[src/rtl/dmac_ahb_slv_regs.sv]
// AHB slave register file of the DMAC: host decode, per-channel configuration export,
// and completion interrupt collection.
//
// state      | meaning
// -----------+-----------------------------------------------------------
// ST_IDLE    | no data phase in progress, ready for an address phase
// ST_WR      | write data phase, register updated at the closing edge
// ST_RD_WAIT | read wait state, register captured at the closing edge
// ST_RD_DONE | read data phase, s_hrdata valid
// ST_ERR1    | first ERROR cycle, s_hready low
// ST_ERR2    | second ERROR cycle, s_hready high
module dmac_ahb_slv_regs #(
  parameter int NUM_CH = 2,
  parameter int ADDR_W = 12
) (
  input  logic                 hclk,
  input  logic                 hrst,
  input  logic                 s_hsel,
  input  logic [31:0]          s_haddr,
  input  logic [1:0]           s_htrans,
  input  logic                 s_hwrite,
  input  logic [3:0]           s_hprot,
  input  logic [31:0]          s_hwdata,
  output logic [31:0]          s_hrdata,
  output logic                 s_hready,
  output logic [1:0]           s_hresp,
  input  logic [NUM_CH-1:0]    ch_done,
  output logic [NUM_CH-1:0]    ch_en,
  output logic [NUM_CH*32-1:0] ch_src,
  output logic [NUM_CH*32-1:0] ch_dst,
  output logic [NUM_CH*16-1:0] ch_len,
  output logic                 irq
);

  localparam logic [31:0] ID_VAL = 32'h444D_4143;

  typedef enum logic [2:0] {
    ST_IDLE, ST_WR, ST_RD_WAIT, ST_RD_DONE, ST_ERR1, ST_ERR2
  } state_t;

  state_t state_q, state_d;

  logic [ADDR_W-1:0] off, a_off;
  logic              accept, acc_err;
  logic              in_lo, in_ch, in_mapped, in_id;

  logic [31:0]       scratch_q, ctrl_q, rd_val, rdata_q;
  logic [NUM_CH-1:0] int_stat_q, int_mask_q, cfg_en_q, w1c_mask;
  logic [31:0]       src_q [NUM_CH];
  logic [31:0]       dst_q [NUM_CH];
  logic [15:0]       len_q [NUM_CH];

  logic       wr_now, a_lo, a_ch;
  logic [3:0] a_idx;
  logic [1:0] a_fld;

  logic unused_bits;
  assign unused_bits = ^{s_hprot, s_haddr[31:ADDR_W], s_htrans[0]};

  // Address-phase decode on the live bus
  assign off       = s_haddr[ADDR_W-1:0];
  assign in_lo     = (off[ADDR_W-1:8] == '0);
  assign in_ch     = (off[ADDR_W-1:8] == (ADDR_W-8)'(1));
  assign in_id     = in_lo && (off[7:0] == 8'h10);
  assign in_mapped = (in_lo && (off[7:0] inside {8'h00, 8'h04, 8'h08, 8'h0C, 8'h10}))
                  || (in_ch && (int'(off[7:4]) < NUM_CH));
  assign accept    = s_hsel & s_htrans[1] & s_hready;
  assign acc_err   = (s_haddr[1:0] != 2'b00) | ~in_mapped | (s_hwrite & in_id);

  always_ff @(posedge hclk or posedge hrst) begin
    if (hrst) begin
      state_q <= ST_IDLE;
      a_off   <= '0;
    end else begin
      state_q <= state_d;
      if (accept) a_off <= off;
    end
  end

  always_comb begin
    state_d  = ST_IDLE;
    s_hready = 1'b1;
    s_hresp  = 2'b00;
    case (state_q)
      ST_RD_WAIT: begin
        state_d  = ST_RD_DONE;
        s_hready = 1'b0;
      end
      ST_ERR1: begin
        state_d  = ST_ERR2;
        s_hready = 1'b0;
        s_hresp  = 2'b01;
      end
      default: begin
        if (state_q == ST_ERR2) s_hresp = 2'b01;
        // s_hready is high in every state handled here, so it is left out of the accept term
        if (s_hsel && s_htrans[1]) begin
          if (acc_err)       state_d = ST_ERR1;
          else if (s_hwrite) state_d = ST_WR;
          else               state_d = ST_RD_WAIT;
        end
      end
    endcase
  end

  // Data-phase decode on the latched address
  assign wr_now   = (state_q == ST_WR);
  assign a_lo     = (a_off[ADDR_W-1:8] == '0);
  assign a_ch     = (a_off[ADDR_W-1:8] == (ADDR_W-8)'(1));
  assign a_idx    = a_off[7:4];
  assign a_fld    = a_off[3:2];
  assign w1c_mask = (wr_now && a_lo && a_off[7:0] == 8'h08) ? s_hwdata[NUM_CH-1:0] : '0;

  always_comb begin
    rd_val = '0;
    if (a_lo) begin
      case (a_off[7:0])
        8'h00:   rd_val = scratch_q;
        8'h04:   rd_val = ctrl_q;
        8'h08:   rd_val[NUM_CH-1:0] = int_stat_q;
        8'h0C:   rd_val[NUM_CH-1:0] = int_mask_q;
        8'h10:   rd_val = ID_VAL;
        default: rd_val = '0;
      endcase
    end else if (a_ch) begin
      for (int n = 0; n < NUM_CH; n++) begin
        if (a_idx == 4'(n)) begin
          case (a_fld)
            2'd0: rd_val = src_q[n];
            2'd1: rd_val = dst_q[n];
            2'd2: rd_val[15:0] = len_q[n];
            default: rd_val[0] = cfg_en_q[n];
          endcase
        end
      end
    end
  end

  always_ff @(posedge hclk or posedge hrst) begin
    if (hrst) begin
      scratch_q  <= '0;
      ctrl_q     <= '0;
      int_stat_q <= '0;
      int_mask_q <= '0;
      cfg_en_q   <= '0;
      rdata_q    <= '0;
      irq        <= 1'b0;
      for (int n = 0; n < NUM_CH; n++) begin
        src_q[n] <= '0;
        dst_q[n] <= '0;
        len_q[n] <= '0;
      end
    end else begin
      if (wr_now && a_lo && a_off[7:0] == 8'h00) scratch_q  <= s_hwdata;
      if (wr_now && a_lo && a_off[7:0] == 8'h04) ctrl_q     <= s_hwdata;
      if (wr_now && a_lo && a_off[7:0] == 8'h0C) int_mask_q <= s_hwdata[NUM_CH-1:0];
      int_stat_q <= (int_stat_q & ~w1c_mask) | ch_done;
      for (int n = 0; n < NUM_CH; n++) begin
        if (ch_done[n]) cfg_en_q[n] <= 1'b0;
        // a host write in the same cycle overrides the completion clear
        if (wr_now && a_ch && a_idx == 4'(n)) begin
          case (a_fld)
            2'd0: src_q[n]    <= s_hwdata;
            2'd1: dst_q[n]    <= s_hwdata;
            2'd2: len_q[n]    <= s_hwdata[15:0];
            default: cfg_en_q[n] <= s_hwdata[0];
          endcase
        end
      end
      rdata_q <= (state_q == ST_RD_WAIT) ? rd_val : '0;
      irq     <= |(int_stat_q & int_mask_q);
    end
  end

  assign s_hrdata = rdata_q;

  always_comb begin
    ch_en  = '0;
    ch_src = '0;
    ch_dst = '0;
    ch_len = '0;
    for (int n = 0; n < NUM_CH; n++) begin
      ch_en[n]          = cfg_en_q[n] & ctrl_q[0];
      ch_src[32*n +: 32] = src_q[n];
      ch_dst[32*n +: 32] = dst_q[n];
      ch_len[16*n +: 16] = len_q[n];
    end
  end

endmodule

[config.mk]
export PLATFORM = sky130hd
export DESIGN_NAME = dmac_ahb_slv_regs
export DESIGN_NICKNAME = d
export VERILOG_FILES = /design/src/rtl/dmac_ahb_slv_regs.sv
export SDC_FILE = /design/constraint.sdc
export NUM_CORES = 1
export LEC_CHECK = 0
export ABC_AREA = 1
export CAP_MARGIN = 20
export CORE_MARGIN = 4
export CORE_UTILIZATION = 30
export CTS_CLUSTER_SIZE = 14
export DETAILED_ROUTE_END_ITERATION = 8
export REMOVE_ABC_BUFFERS = 1
export SLEW_MARGIN = 10
export SYNTH_ARGS = -nofsm -noshare
export SYNTH_HDL_FRONTEND = slang
export SYNTH_SLANG_ARGS = --single-unit
[constraint.sdc]
create_clock -name hclk -period 9.6 [get_ports hclk]
set_clock_uncertainty 0.1 [all_clocks]
set_input_delay 1.92 -clock hclk [delete_from_list [all_inputs] [get_ports hclk]]
set_output_delay 1.92 -clock hclk [all_outputs]
set_load 0.005 [all_outputs]
; ---- Word level (Yosys, flattened, before mapping)
; Cells that the tools add are included.
[totals]
ff_bits = 278
input_bits = 76
out_inout_bits = 198
elab_cells = 102
[op_classes]
order_cmp = 1
n_eq_ne = 17
muxes = 27
n_bitwise = 12
n_reduce_logical = 30
[ops]
columns = op, n
row1 = 32-bit two-way mux, 5
row2 = 15-bit case mux with 3 select lines, 2
row3 = 30-bit case mux with 3 select lines, 1
row4 = 16-bit case mux with 2 select lines, 2
row5 = "8-bit by 4-bit == test with 1-bit output, second input constant", 4
row6 = "8-bit by 3-bit == test with 1-bit output, second input constant", 2
row7 = "8-bit by 5-bit == test with 1-bit output, second input constant", 2
row8 = 8-bit zero test, 2
row9 = "4-bit by 1-bit == test with 1-bit output, second input constant", 3
row10 = 1-bit logical AND, 12
row11 = 4-bit zero test, 3
row12 = 2-bit AND reduction, 6
row13 = 2-bit case mux with 5 select lines, 1
row14 = 1-bit two-way mux, 8
row15 = "3-bit == test, second input constant", 2
row16 = 3-bit two-way mux, 2
row17 = 1-bit case mux with 3 select lines, 2
row18 = 3-bit case mux with 2 select lines, 1
row19 = 1-bit bitwise AND, 5
row20 = 5-bit nonzero test, 1
row21 = 2-bit bitwise AND, 2
row22 = "4-bit by 2-bit < comparator with 1-bit output, second input constant", 1
row23 = 2-bit two-way mux, 2
row24 = 2-bit OR reduction, 2
row25 = other kinds (13), 14

; ---- Logic depth before layout (Yosys ltp)
[logic_depth]
word_depth = 10
ltp_mapped = 11
ltp_nobuf = 10

; ---- Least setup slack after synthesis
; Ideal clock, no wire load.
[synth_timing]
path_type = input to register
from = input s_haddr[1]
to = register state_q[2]
t_arrival_ns = 2.660
t_required_ns = 9.383
path_slack_ns = 6.723
stages = 10
n_path_buf = 0
cell_sequence = nor2_1 -> inv_1 -> nor2_1 -> nand2_1 -> nand2_1 -> nand2_1 -> nand2_1 -> nand3_1 -> nand2_1 -> nand2_1
[synth_via]
elab_chain_len = 10
word_cells_on_any_way = 17
[synth_rtl]
columns = item, line_no
row1 = from (decl), 19  ; input logic [31:0] s_haddr,
row2 = 8-bit by 3-bit == test with 1-bit output (tied with other cells), 65  ; assign in_mapped = (in_lo && (off[7:0] inside {8'h00, 8'h04, 8'h08, 8'h0C, 8'h10}))
row3 = 5-bit nonzero test, 65
row4 = 1-bit logical AND, 65
row5 = 1-bit logical OR, 66  ; || (in_ch && (int'(off[7:4]) < NUM_CH));
row6 = 1-bit NOT, 68  ; assign acc_err = (s_haddr[1:0] != 2'b00) | ~in_mapped | (s_hwrite & in_id);
row7 = 1-bit OR, 68
row8 = 1-bit OR *, 68
row9 = 3-bit two-way mux *, 98  ; if (acc_err) state_d = ST_ERR1;
row10 = 3-bit two-way mux *, 97  ; if (s_hsel && s_htrans[1]) begin
row11 = 3-bit case mux with 2 select lines *, 84  ; case (state_q)
row12 = named net state_d[2], 41  ; state_t state_q, state_d;
row13 = to (signal assigned), 75  ; state_q <= state_d;
row14 = to (decl), 41
; The timed path passes the listed nets; every way through them passes the cells marked *.
; A chain may end at the register's enable or synchronous reset.

; ---- Final worst setup path
[layout_timing]
from = register state_q[0]
to = output s_hready
[layout_via]
elab_chain_len = 3
word_cells_on_any_way = 4
[layout_rtl]
columns = item, line_no
row1 = 3-bit by 2-bit == test with 1-bit output / 3-bit == test (equally long branches), 84
row2 = 2-bit OR reduction (no source line) *, --
row3 = 1-bit two-way mux *, 84
row4 = to (decl), 25  ; output logic s_hready,
; Every way passes the cells marked *; elsewhere a longest branch is shown, timed or not.

==> results.md <==
* Clock share of power at 0.276
* Pin count of the biggest net entering global routing at 176
* Fraction of final layout cells with drive strength greater than 1 at 0.0584
* CTS tree: yes
* Total number of clock tree sinks at around 280
* Combinational fraction of design power at 0.350
* Library cell used as clock root buffer: sky130_fd_sc_hd__clkbuf_16
* Starting density of the core at 0.306
* Layout Utilization at 0.403
* Mean instance size in the synthesized netlist at 8.44 um2
* Via count at 11,100
* Highest clock rate at between 0.2 and 0.25 GHz
* Total Wirelength at roughly 43,000 um
* Slew @ Worst Pin at 1.12 ns
* Post-CTS Resized at 0
* Final setup violation count at 0
* Syn Std Cell Area at around 13,000 um2
* # placed instances at around 2,200
* Path type of the worst min-delay path: reg -> reg
* Number of levels in the clock H-tree at 1
* Standard-cell row count at between 70 and 80
* Net switching fraction of the power at 0.354
* Busiest metal layer after global routing: met2
* VDD IR-drop max at ~0.00014 V
* RePlAce Congestion at a little under 0.8
* Placed wire-length estimate at about 27,000 um
* DR WL/cell at about 19 um
* Count of antenna diodes in the layout at 0
* Global-route track usage on met2 at 0.308
* Total GRT Usage at 0.187
* Maximum fanout count along the critical path at 7
* Setup repair after global routing missed its margin: false
* Vias in the first global route at between 10,000 and 15,000
* Clock buffer count from CTS at 31
* Number of primary I/O pins at about 270
* Average vias per placed instance at approximately 4.9
* Count of hold buffers inserted by post-cts repair at 0
* Area added between synthesis and finish at 31.6%
* Final-layout fill cell count at 4,095
* Number of max-cap violations at 0
* Number of flip-flops and latches in the synthesized netlist at 278
* Remaining max-slew budget at the tightest pin at 0.249
* Skew-Pair Late Insertion Delay at approximately 0.59 ns
* Detailed Route Iter0 Violations at 687
* Min Clock Period, post-route at 4.15 ns
* Final routed DRC violation total at 0
* Total negative slack at 0 ns
* Standard cell core area at around 41,000 um2
* YS warnings at 0
* Final number of max-transition violations at 0
* Int Power at about 0.0029 W
* Kind of start point of the critical path: flop
* Endpoint arrival time on the critical path at approximately 2.1 ns
* Net Switching at 0.00159 W
* CP required at between 7 and 8 ns
* Status: completed
* Count of cell types in the netlist at 30
* Share of total power in sequential cells at 0.374
* Crit Path Category: reg -> out
* Largest buffer count on any clock path at 3
* Die height at 213 um
* Post-synthesis instance total at ~1,500
* Leakage dissipation at approximately 7.5 nW
* Final number of hold-violating endpoints at 0
* Postcts setup bufs at 0
* Wire length of the first global-routing pass at roughly 66,000 um
* Total gr overflow at 0
* Grt met1 use at 0.247
* Sum of internal, switching and leakage power at 0.00448 W
* Clock slew at reported path FFs at around 0.060 ns
* Port buffer count at 247
* Width of the die at between 200 and 250 um
* Nets at between 1,500 and 2,000
* Tcrit/Tclk final at 0.433
* Post-route insts no fill at approximately 2,300
* Number of nets with antenna violations after routing at 0
* Fraction of the yosys area taken by sequential cells at 0.551
* Power density normalized to cell area at 270 nW/um2
* DR pass1 iterations at 4
* Die outline area at about 45,000 um2
* Met3 Usage GRT at 0.0501
* Critical Path End Type: output port
* Antenna violations before repair at 1
[cells in the final DEF (no fill, tap or decap)]
cell	count
sky130_fd_sc_hd__conb_1	1
sky130_fd_sc_hd__clkbuf_1	2
sky130_fd_sc_hd__nor3_1	3
sky130_fd_sc_hd__clkinv_1	2
sky130_fd_sc_hd__nand2_1	547
sky130_fd_sc_hd__clkbuf_16	31
sky130_fd_sc_hd__nand2_2	5
sky130_fd_sc_hd__clkbuf_8	17
sky130_fd_sc_hd__clkdlybuf4s50_1	247
sky130_fd_sc_hd__nand3_1	27
sky130_fd_sc_hd__clkinv_2	6
sky130_fd_sc_hd__nor2_1	31
sky130_fd_sc_hd__a21oi_1	68
sky130_fd_sc_hd__o21a_1	100
sky130_fd_sc_hd__nor2_2	3
sky130_fd_sc_hd__nand3b_1	1
sky130_fd_sc_hd__nor3_4	1
sky130_fd_sc_hd__nand4_1	8
sky130_fd_sc_hd__buf_8	1
sky130_fd_sc_hd__a22o_1	1
sky130_fd_sc_hd__o22ai_1	32
sky130_fd_sc_hd__dfrtp_1	278
sky130_fd_sc_hd__buf_4	9
sky130_fd_sc_hd__nand3_2	1
sky130_fd_sc_hd__buf_12	1
sky130_fd_sc_hd__inv_1	110
sky130_fd_sc_hd__inv_2	7
sky130_fd_sc_hd__inv_8	1
sky130_fd_sc_hd__o21ai_1	37
sky130_fd_sc_hd__nor3_2	1
sky130_fd_sc_hd__inv_6	1
sky130_fd_sc_hd__nand2_4	3
sky130_fd_sc_hd__nor2_4	12
sky130_fd_sc_hd__bufinv_16	1
sky130_fd_sc_hd__o211ai_1	30
sky130_fd_sc_hd__o21ai_0	104
[critical path, stage by stage (launching register included)]
cell and delay [ns]:
sky130_fd_sc_hd__dfrtp_1 0.37, sky130_fd_sc_hd__inv_1 0.07, sky130_fd_sc_hd__nand3_1 0.36, sky130_fd_sc_hd__nand2_1 0.22, sky130_fd_sc_hd__inv_1 0.08, sky130_fd_sc_hd__clkdlybuf4s50_1 0.45
[cells in the mapped netlist, drive strengths merged]
library cell | number | area (um2)
nand2 | 555 | 2110
dfrtp | 278 | 6960
o21ai | 141 | 706
inv | 118 | 443
o21a | 100 | 751
a21oi | 68 | 340
buf | 58 | 289
nor2 | 46 | 243
o22ai | 32 | 200
o211ai | 30 | 225
nand3 | 28 | 145
clkbuf | 24 | 91.3
nand4 | 8 | 50.1
nor3 | 5 | 41.3
clkinv | 2 | 7.51
a22o | 1 | 8.76
conb | 1 | 3.75
nand3b | 1 | 7.51
[cell families (layout without fill, tap and decap cells)]
| logic type | count (synthesis) | after routing | share of synthesized area |
|---|---|---|---|
| other | 1 | 1 | 0.000297 |
| and+or+nand+nor | 643 | 643 | 0.206 |
| DFF | 278 | 278 | 0.551 |
| AOI/OAI and AO/OA | 372 | 372 | 0.177 |
| buffers and inverters | 202 | 436 | 0.0658 |
[final timing paths]
kind	from	endpoint	slack, ns	cells after the start
min in group asynchronous	hrst	ch_src[58]$_DFFE_PP0P_	1.78	2
max reg2reg	a_off[4]$_DFFE_PP0P_	ch_dst[12]$_DFFE_PP0P_	5.94	8
max	state_q[0]$_DFF_PP0_	s_hready	5.45	5
min reg2reg	scratch_q[8]$_DFFE_PP0P_	scratch_q[8]$_DFFE_PP0P_	0.38	2
min	scratch_q[8]$_DFFE_PP0P_	scratch_q[8]$_DFFE_PP0P_	0.38	2
max in group asynchronous	hrst	int_stat_q[1]$_DFF_PP0_	6.06	3
[power by group through the flow]
stage	Sequential (W)	Clock, W	Combinational, W
finish	0.00168	0.00124	0.00157
global route	0.00172	0.00132	0.00174
CTS	0.00168	0.00127	0.00158
detailed placement	0.00170	0	0.00157
global placement	0.00169	0	0.00156
floorplan	0.00167	0	0.000774
[stage by stage]
step / setup WS, ns / instance area [um2] / hold slack, ns
global placement: 5.52 / 15500 / 0.364
detailed placement: 5.50 / 15500 / 0.367
CTS: 5.41 / 16600 / 0.386
floorplan: -0.0855 / 12200 / 0.343
global route: 5.34 / 16600 / 0.406
finish: 5.45 / 16600 / 0.383
[flip-flops by register name, summed over array words and instances (netlist names), 3 cells and up]
| name | flops |
|---|---|
| a_off | 12 |
| ch_dst | 64 |
| ch_len | 32 |
| ch_src | 64 |
| ctrl_q | 32 |
| s_hrdata | 32 |
| scratch_q | 32 |
| state_q | 3 |
[cell type report]
type	instances	area [um2]	area share
inverter	120	458	0.0276
sequential	278	6960	0.419
clock inverter	8	68.8	0.00414
clock buffer	50	1020	0.0612
tap	532	666	0.0401
multi-input combinational	1016	4870	0.293
timing repair buffer	258	2570	0.155
[metal layers]
| layer | up-vias | wire [um] |
|---|---|---|
| met1 | 5386 | 18600 |
| met3 | 70 | 3290 |
| met5 | - | 13 |
| li1 | 5277 | - |
| met4 | 2 | 899 |
| met2 | 361 | 20200 |
(Power assumes the default switching activity.)
